--- src/rtl/muldiv_unit.sv ---
// muldiv_unit: unsigned 16x16 multiply / 16/16 divide, one bit per cycle, writes the 32-bit result as two register-file writes.
// Latency: 18 edges from start to IDLE with wb_ready high (16 CALC + 2 writeback); divide by zero skips CALC (2 edges).
// Backpressure: wb_ready low holds the pending write (wr_dest/wr_data stable) indefinitely; start is ignored while busy.
//
// Ports:
//   clk, rst           clock, synchronous active-high reset
//   start, op, dest    request (op 0 = mul, 1 = div), destination for low half / quotient
//   a, b               operands (unsigned)
//   wb_ready           register-file write port granted this cycle
//   busy               high outside IDLE
//   wr_en/wr_dest/wr_data  write request; the second write always targets R15
//   div_by_zero        high in both writeback states of a divide by zero
//   done               pulse when the final (R15) write is accepted
module muldiv_unit (
  input  logic        clk,
  input  logic        rst,
  input  logic        start,
  input  logic        op,
  input  logic [3:0]  dest,
  input  logic [15:0] a,
  input  logic [15:0] b,
  input  logic        wb_ready,
  output logic        busy,
  output logic        wr_en,
  output logic [3:0]  wr_dest,
  output logic [15:0] wr_data,
  output logic        div_by_zero,
  output logic        done
);

  typedef enum logic [1:0] {
    IDLE  = 2'd0,
    CALC  = 2'd1,
    WB_LO = 2'd2,
    WB_HI = 2'd3
  } state_t;

  state_t      state_q, state_d;
  logic        op_q, op_d;
  logic [3:0]  dest_q, dest_d;
  logic [3:0]  cnt_q, cnt_d;
  logic [15:0] b_q, b_d;
  logic        dbz_q, dbz_d;
  // acc holds {high half, low half}. Multiply: {partial product, remaining multiplier bits}.
  // Divide: {partial remainder, dividend bits shifting out / quotient bits shifting in}.
  logic [31:0] acc_q, acc_d;

  logic [16:0] mul_sum;
  logic [16:0] div_shift;
  logic [16:0] div_diff;
  logic        div_ge;

  always_comb begin
    mul_sum   = {1'b0, acc_q[31:16]} + (acc_q[0] ? {1'b0, b_q} : 17'd0);
    div_shift = {acc_q[31:16], acc_q[15]};
    div_ge    = (div_shift >= {1'b0, b_q});
    div_diff  = div_shift - {1'b0, b_q};
  end

  always_comb begin
    state_d = state_q;
    op_d    = op_q;
    dest_d  = dest_q;
    cnt_d   = cnt_q;
    b_d     = b_q;
    dbz_d   = dbz_q;
    acc_d   = acc_q;
    case (state_q)
      IDLE: begin
        if (start) begin
          op_d   = op;
          dest_d = dest;
          b_d    = b;
          cnt_d  = 4'd0;
          if (op && (b == 16'd0)) begin
            // Result is known immediately: quotient all ones, remainder = dividend.
            acc_d   = {a, 16'hFFFF};
            dbz_d   = 1'b1;
            state_d = WB_LO;
          end else begin
            acc_d   = {16'h0000, a};
            dbz_d   = 1'b0;
            state_d = CALC;
          end
        end
      end
      CALC: begin
        if (op_q) begin
          // Restoring step; when the trial subtract fails the shifted value is < b, so it fits 16 bits.
          if (div_ge) acc_d = {div_diff[15:0], acc_q[14:0], 1'b1};
          else        acc_d = {div_shift[15:0], acc_q[14:0], 1'b0};
        end else begin
          acc_d = {mul_sum, acc_q[15:1]};
        end
        cnt_d = cnt_q + 4'd1;
        if (cnt_q == 4'd15) state_d = WB_LO;
      end
      WB_LO: begin
        if (wb_ready) state_d = WB_HI;
      end
      WB_HI: begin
        if (wb_ready) state_d = IDLE;
      end
      default: state_d = IDLE;
    endcase
  end

  always_ff @(posedge clk) begin
    if (rst) begin
      state_q <= IDLE;
      op_q    <= 1'b0;
      dest_q  <= 4'd0;
      cnt_q   <= 4'd0;
      b_q     <= 16'd0;
      dbz_q   <= 1'b0;
      acc_q   <= 32'd0;
    end else begin
      state_q <= state_d;
      op_q    <= op_d;
      dest_q  <= dest_d;
      cnt_q   <= cnt_d;
      b_q     <= b_d;
      dbz_q   <= dbz_d;
      acc_q   <= acc_d;
    end
  end

  always_comb begin
    busy        = (state_q != IDLE);
    wr_en       = 1'b0;
    wr_dest     = 4'd0;
    wr_data     = 16'd0;
    div_by_zero = 1'b0;
    done        = 1'b0;
    case (state_q)
      WB_LO: begin
        wr_en       = 1'b1;
        wr_dest     = dest_q;
        wr_data     = acc_q[15:0];
        div_by_zero = dbz_q;
      end
      WB_HI: begin
        wr_en       = 1'b1;
        wr_dest     = 4'd15;
        wr_data     = acc_q[31:16];
        div_by_zero = dbz_q;
        done        = wb_ready;
      end
      default: ;
    endcase
  end

endmodule

--- config.mk ---
export PLATFORM = sky130hd
export DESIGN_NAME = muldiv_unit
export DESIGN_NICKNAME = d
export VERILOG_FILES = /design/src/rtl/muldiv_unit.sv
export SDC_FILE = /design/constraint.sdc
export NUM_CORES = 1
export LEC_CHECK = 0
export CORE_MARGIN = 1.5
export CORE_UTILIZATION = 52
export DETAILED_ROUTE_END_ITERATION = 10
export PLACE_DENSITY = 0.76
export SLEW_MARGIN = 15
export SYNTH_ARGS = -nofsm -noshare
export SYNTH_HDL_FRONTEND = slang
export SYNTH_SLANG_ARGS = --single-unit
--- constraint.sdc ---
create_clock -name clk -period 2.8 [get_ports clk]
set_input_delay 0.28 -clock clk [delete_from_list [all_inputs] [get_ports clk]]
set_output_delay 0.28 -clock clk [all_outputs]
set_load 0.01 [all_outputs]
==> out/metrics.yaml, run 1 <==
global_routing:
  grt_max_degree: 59
  grt_pass1_vias: 5243
  antenna_found_initial: 0
  track_usage_pct: 33.00
  grt_overflow_total: 0
  grt_pass1_wl_mm: 26.91
yosys:
  synth_flop_cell: "dfxtp_1"
  yosysSeqAreaShare_pct: 23.13
  synth_area_leaders: "dfxtp_1, ha_1, nand2_1, a21oi_1, a211oi_1"
  syn-cell-area_um2: 5192
  synth_common_cells: "nand2_1, a21oi_1, dfxtp_1, nor2_1, ha_1"
  yosysMostFrequentCell: "nand2_1"
  ys_warn_count: 0
  syn_nets: 766
  yosysTopAreaCellShare_pct: 23.13
  synth_top_area_cell: "dfxtp_1"
  async_reset_ff_share_pct: 0
  synth_seq_cells: 60
  ys_types: 76
  synth-edff-count: 0
  syn_area_per_cell_um2: 7.569
  synth_cells: 686
drt:
  detail_route.vias_per_cell: 6.322
  firstDrtPassIters: 6
  drtIter0Drc: 623
  post_drt_wl_per_cell_um: 19.22
  route.detailed.drc: 0
  wl_mm: 17.26
  vias: 5677
  antenna_left: 0
die:
  coreArea_um2: 9729
  io_pins: 65
  fp-row-count: 36
  fp.dieW_um: 102.9
  dieArea_um2: 10590
  die_h_um: 102.9
  start_util_pct: 53.37
critical_path:
  reg2reg_slack_ps: 80
  slowest_delay_ps: 370
  crit_slowest_cell: "ha_2"
  required_ps: 3050
  cp_max_fo: 11
  path_cells: "buf_4, and2_1, ha_2, nand3_1, o211a_1, a311oi_2, buf_4, nand3b_1, nand3_1, nor3b_1, o31a_1"
  start_kind: "flop"
  reg2regPathDepth: 11
  end_kind: "flop"
  arrival_ps: 2970
  crit_type: "reg -> reg"
place:
  pre_cts_slack_ps: 38.62
  place_congestion: 0.9862
  port_buffers: 64
  placed_cells: 880
  hpwl_mm: 12.82
  placed_area_um2: 6106
clock_network:
  cts_sinks: 60
  clk_latency_ps: 370
  htree_levels: 3
  cts_root_buffer: "clkbuf_8"
  cts_max_path_buffers: 2
  cts_hold_buf: 0
  numCtsBuffers: 9
  clk_pin_slew_ps: 90
  cts_tree: "built"
sta:
  max_slew.worst_pin.slew_ps: 704.0
  holdWs_ps: 367.5
  setup_violations: 0
  period_share_pct: 97.14
  finalHoldViolCount: 0
  skew_ps: 15.54
  maxSlewHeadroom_pct: 53.07
  min_period_ps: 2720
  drv_slew: 0
  finalSetupTns_ps: 0
  max_freq_mhz: 367.7
  setup_slack_ps: 80.06
run:
  max-cap-violations: 0
final_layout:
  fin_util_pct: 66.19
  n_fill_cell: 869
  drive_above_1_share_pct: 12.55
  fin_cells: 898
  diodes: 0
  stdcell_area_um2: 6440
  synthToLayoutAreaGrowth_pct: 24.02
  nets: 840
power:
  ir_drop_uv: 547.5
  switching_share_pct: 48.69
  p_switching_mw: 3.622
  p_total_mw: 7.439
  p_int_mw: 3.817
  pwr-share-comb_pct: 66.6
  p_per_area_nw_per_um2: 1155
  pwr-share-clk_pct: 14.3
  total_leakage_power_nw: 2.569
  seqPwrFrac_pct: 19.2
run_status:
  status: "finished, final reports clean"
worst_hold_path:
  hp-class: "in -> reg"
  hold_depth: 4
==> kinds of logic (layout without fill, tap and decap cells) <==
family,count (synthesis),count (layout),synth area share [%]
DFF,60,60,23.13
AOI/OAI and AO/OA,220,220,29.88
muxes,22,22,4.265
xor gates and xnor gates,19,19,3.205
adders and majority gates,39,39,9.687
and+or+nand+nor,247,247,23.52
buffers and inverters,79,158,6.313
==> power groups by stage <==
stage	Combinational (mW)	Sequential, mW	Clock, mW
after floorplan	3.40	1.33	0
after global placement	4.52	1.41	0
after detailed placement	4.61	1.43	0
after CTS	4.66	1.41	1.05
after global routing	5.33	1.45	1.09
final	4.95	1.42	1.06
==> worst paths after layout <==
kind	start	to
setup / recovery	acc_q[0]$_SDFFE_PP0P_	acc_q[30]$_SDFFE_PP0P_
hold / removal	rst	acc_q[21]$_SDFFE_PP0P_
setup reg to reg	acc_q[0]$_SDFFE_PP0P_	acc_q[30]$_SDFFE_PP0P_
hold reg to reg	dest_q[3]$_SDFFE_PP0P_	dest_q[3]$_SDFFE_PP0P_
==> final cells by class <==
type                            count  area (um2)  area share (%)
Multi-Input combinational cell    547        3725           57.84
Tap cell                          133       166.4           2.584
Timing Repair Buffer              107       958.4           14.88
Clock buffer                       11       151.4           2.351
Inverter                           35       131.4           2.040
Clock inverter                      5       106.4           1.651
Sequential cell                    60        1201           18.65
==> flip-flops by register name, indices dropped and copies added (netlist names) <==
signal and flops:
state_q 2, b_q 16, cnt_q 4, dbz_q 1, dest_q 4, acc_q 32, op_q 1
==> worst max-delay path, delay by kind of cell, from the launching register on <==
kind / cells / cell delay (ps)
adders and majority gates: 1 / 370
and+or+nand+nor: 5 / 720
AOI/OAI and AO/OA: 3 / 800
buffers and inverters: 2 / 370
DFF: 1 / 350
==> cells in the final DEF (no fill, tap or decap), drive strengths merged, types with 20 or more instances in the layout <==
cell,instances
clkdlybuf4s50,63
nand2,95
and2,22
o21ai,35
a211oi,32
inv,36
dfxtp,60
nor2,48
nand3,20
buf,44
ha,37
mux2i,21
a21oi,66
==> metal layers <==
layer | GRT usage (%) | up-vias | part of all wire (%)
met4 | 17.57 | 0 | 5.5
li1 | - | 2652 | -
met3 | 5.220 | 81 | 7.0
met2 | 54.86 | 292 | 48
met1 | 41.06 | 2652 | 40
met5 | 0 | - | 0
==> repair_timing <==
item / 4_1_cts / 5_1_grt
endpoints found under the hold margin: 0 / 0
gates resized for setup: 0 / 14
buffers inserted: 0 / 2
endpoints found under the setup margin: 0 / 9
Note: power is estimated with default switching activity, not from simulation.
==> run 2: changes to the inputs <==
--- a/config.mk
+++ b/config.mk
@@ -5,10 +5,11 @@
 export SDC_FILE = /design/constraint.sdc
 export NUM_CORES = 1
 export LEC_CHECK = 0
+export ABC_AREA = 0
 export CORE_MARGIN = 1.5
 export CORE_UTILIZATION = 52
 export DETAILED_ROUTE_END_ITERATION = 10
-export PLACE_DENSITY = 0.76
+export PLACE_DENSITY = 0.85
 export SLEW_MARGIN = 15
 export SYNTH_ARGS = -nofsm -noshare
 export SYNTH_HDL_FRONTEND = slang
==> constraint.sdc (replaced) <==
create_clock -name clk -period 2.8 [get_ports clk]
set_input_delay 0.28 -clock clk [delete_from_list [all_inputs] [get_ports clk]]
set_output_delay 0.28 -clock clk [all_outputs]
set_load 0.1 [all_outputs]
==> run 2 against run 1 <==
Against the previous run: via count shrank 1.3%; combinational power grew 8.7%; global-route usage fell by 0.14 points; worst hold slack better by 9.3 ps; cell area fell by 1.2%; clock-buffer cell count unchanged; non-clock buffer count grew 2; utilization decreased by 0.81 points; critical endpoint is now acc_q[27]$_SDFFE_PP0P_.
==> out/metrics.yaml, run 2 (synthesis results as in run 1) <==
critical_path:
  slowest_delay_ps: 420  # was 370 ps
  reg2reg_from: "acc_q[0]$_SDFFE_PP0P_"  # unchanged
  crit_type: "reg -> reg"  # unchanged
  reg2regPathDepth: 11  # unchanged
  path_buf_inv: 1  # was 2
  end_kind: "flop"  # unchanged
  cp_max_fo: 9  # was 11
  arrival_ps: 2940  # was 2970 ps
  r2r_end: "acc_q[27]$_SDFFE_PP0P_"  # was acc_q[30]$_SDFFE_PP0P_
  crit_slowest_cell: "fa_1"  # was ha_2
  reg2reg_slack_ps: 120  # was 80 ps
  crit_family: "compound AO/OA/AOI/OAI gates"  # unchanged
  path_cells: "and2_1, ha_1, fa_1, a211oi_2, o211ai_1, a31oi_1, buf_4, nand2b_1, a21oi_1, xnor2_1, a211o_1"  # was buf_4, and2_1, ha_2, nand3_1, o211a_1, a311oi_2, buf_4, nand3b_1, nand3_1, nor3b_1, o31a_1
  required_ps: 3060  # was 3050 ps
  crit_path_start: "acc_q[0]$_SDFFE_PP0P_"  # unchanged
  start_kind: "flop"  # unchanged
power:
  p_total_mw: 7.744  # was 7.439 mW
  p_per_area_nw_per_um2: 1217  # was 1155 nW/um2
  ir_drop_uv: 541.1  # was 547.5 uV
  total_leakage_power_nw: 2.625  # was 2.569 nW
final_layout:
  layout_common_cells: "nand2_1, buf_4, a21oi_1"  # was nand2_1, clkdlybuf4s50_1, a21oi_1
  reg_top3: "acc_q x32, b_q x16"  # unchanged
  drive_above_1_share_pct: 15.38  # was 12.55%
  n_fill_cell: 869  # unchanged
  fin_cells: 900  # was 898
  largest_register: "acc_q"  # unchanged
  largest_reg_flops: 32  # unchanged
  final_common_cell: "nand2_1"  # unchanged
  nets: 842  # was 840
  synthToLayoutAreaGrowth_pct: 22.51  # was 24.02%
  fin_util_pct: 65.38  # was 66.19%
  diodes: 0  # unchanged
clock_network:
  htree_levels: 3  # unchanged
  numCtsBuffers: 9  # unchanged
  cts_hold_buf: 0  # unchanged
  clk_latency_ps: 370  # about the same
  cts_max_path_buffers: 2  # unchanged
  clk_pin_slew_ps: 80  # was 90 ps
  cts_tree: "built"  # unchanged
  cts_root_buffer: "clkbuf_8"  # unchanged
  cts_sinks: 60  # unchanged
place:
  placed_cells: 882  # was 880
  hpwl_mm: 12.80  # was 12.82 mm
  place_congestion: 0.9948  # was 0.9862
  port_buffers: 64  # unchanged
sta:
  min_period_ps: 2684  # was 2720 ps
  period_share_pct: 95.84  # was 97.14%
  setup_violations: 0  # unchanged
  max_slew.worst_pin.slew_ps: 834.1  # was 704.0 ps
  finalHoldViolCount: 0  # unchanged
  drv_slew: 0  # unchanged
  finalSetupTns_ps: 0  # unchanged
  holdWs_ps: 376.8  # was 367.5 ps
  skew_ps: 13.59  # was 15.54 ps
  max_freq_mhz: 372.6  # was 367.7 MHz
  maxSlewHeadroom_pct: 44.39  # was 53.07%
global_routing:
  antenna_found_initial: 0  # unchanged
  grt_pass1_wl_mm: 26.61  # was 26.91 mm
  track_usage_pct: 32.86  # was 33.00%
  grt_max_degree: 59  # unchanged
  grt_overflow_total: 0  # unchanged
  grt_pass1_vias: 5159  # was 5243
drt:
  detail_route.vias_per_cell: 6.223  # was 6.322
  vias: 5601  # was 5677
  route.detailed.drc: 0  # unchanged
  wl_mm: 17.04  # was 17.26 mm
  post_drt_wl_per_cell_um: 18.93  # was 19.22 um
  drtIter0Drc: 432  # was 623
  firstDrtPassIters: 5  # was 6
  antenna_left: 0  # unchanged
die:
  start_util_pct: 53.37  # unchanged
  fp-row-count: 36  # unchanged
  fp.dieW_um: 102.9  # unchanged
  coreArea_um2: 9729  # unchanged
  dieArea_um2: 10590  # unchanged
  die_h_um: 102.9  # unchanged
  io_pins: 65  # unchanged
worst_hold_path:
  hold_depth: 4  # unchanged
  hp-start: "rst"  # unchanged
  hp-class: "in -> reg"  # unchanged
  min_to: "acc_q[21]$_SDFFE_PP0P_"  # unchanged
run_status:
  status: "finished, final reports clean"  # unchanged
run:
  max-cap-violations: 0  # unchanged
## run 2: cell types whose count changed in the layout (fill, tap and decap cells not counted), sizes merged
cell and change:
clkinv +1, clkinvlp +1, clkdlybuf4s50 -24, buf +26, inv -1, bufinv -1
## run 2: worst reg2reg max path, delay by kind of cell, from the launching register on
family	cells	cell delay, ps
compound gates	5	1100
xor+xnor	1	80
fa+ha+maj	2	630
buf+inv	1	160
flops	1	380
simple gates	2	230
## run 2: repair_timing
| item | 4_1_cts | 5_1_grt |
|---|---|---|
| buffers inserted | 0 | 2 |
| pin swaps | 0 | 3 |
| resized for setup | 1 | 7 |
| gates cloned | 0 | 0 |
| setup endpoints to repair | 1 | 9 |
## run 2: per-layer routing
metal | wire [um] | vias to the layer above | GRT usage [%]
met5 | 0 | - | 0
met4 | 975 | 0 | 19.96
met3 | 1118 | 73 | 4.814
met2 | 7979 | 278 | 53.19
met1 | 6966 | 2592 | 41.31
li1 | - | 2658 | -
## run 2: area by class of cell
cell class,count,area [um2],area share [%]
Multi-Input combinational cell,547,3700,58.16
Sequential cell,60,1202,18.90
Timing Repair Buffer,109,925.9,14.56
Tap cell,133,166.4,2.616
Clock buffer,11,151.4,2.380
Inverter,35,131.4,2.065
Clock inverter,5,83.83,1.318
## run 2: worst max path at each step
stage,depth (start not counted),slack (ps),end
after global placement,11,80,acc_q[30]$_SDFFE_PP0P_
after global routing,11,-7,acc_q[30]$_SDFFE_PP0P_
final,11,120,acc_q[27]$_SDFFE_PP0P_
after CTS,11,4,acc_q[27]$_SDFFE_PP0P_
after floorplan,12,80,acc_q[27]$_SDFFE_PP0P_
after detailed placement,11,-5,acc_q[30]$_SDFFE_PP0P_
## run 2: through the flow
stage / cell area, um2 / worst slack [ps]
global placement: 6073 / 77.94
floorplan: 5192 / 82.77
finish: 6361 / 116.4
detailed placement: 6073 / -5.382
CTS: 6312 / 3.592
global route: 6361 / -7.388
## run 2: where the power goes
part           leakage [nW]  total, mW  internal (mW)  switching [mW]
Combinational          2.02       5.38           2.10            3.28
Sequential            0.493       1.43           1.12           0.313
Clock                 0.112      0.936          0.551           0.385
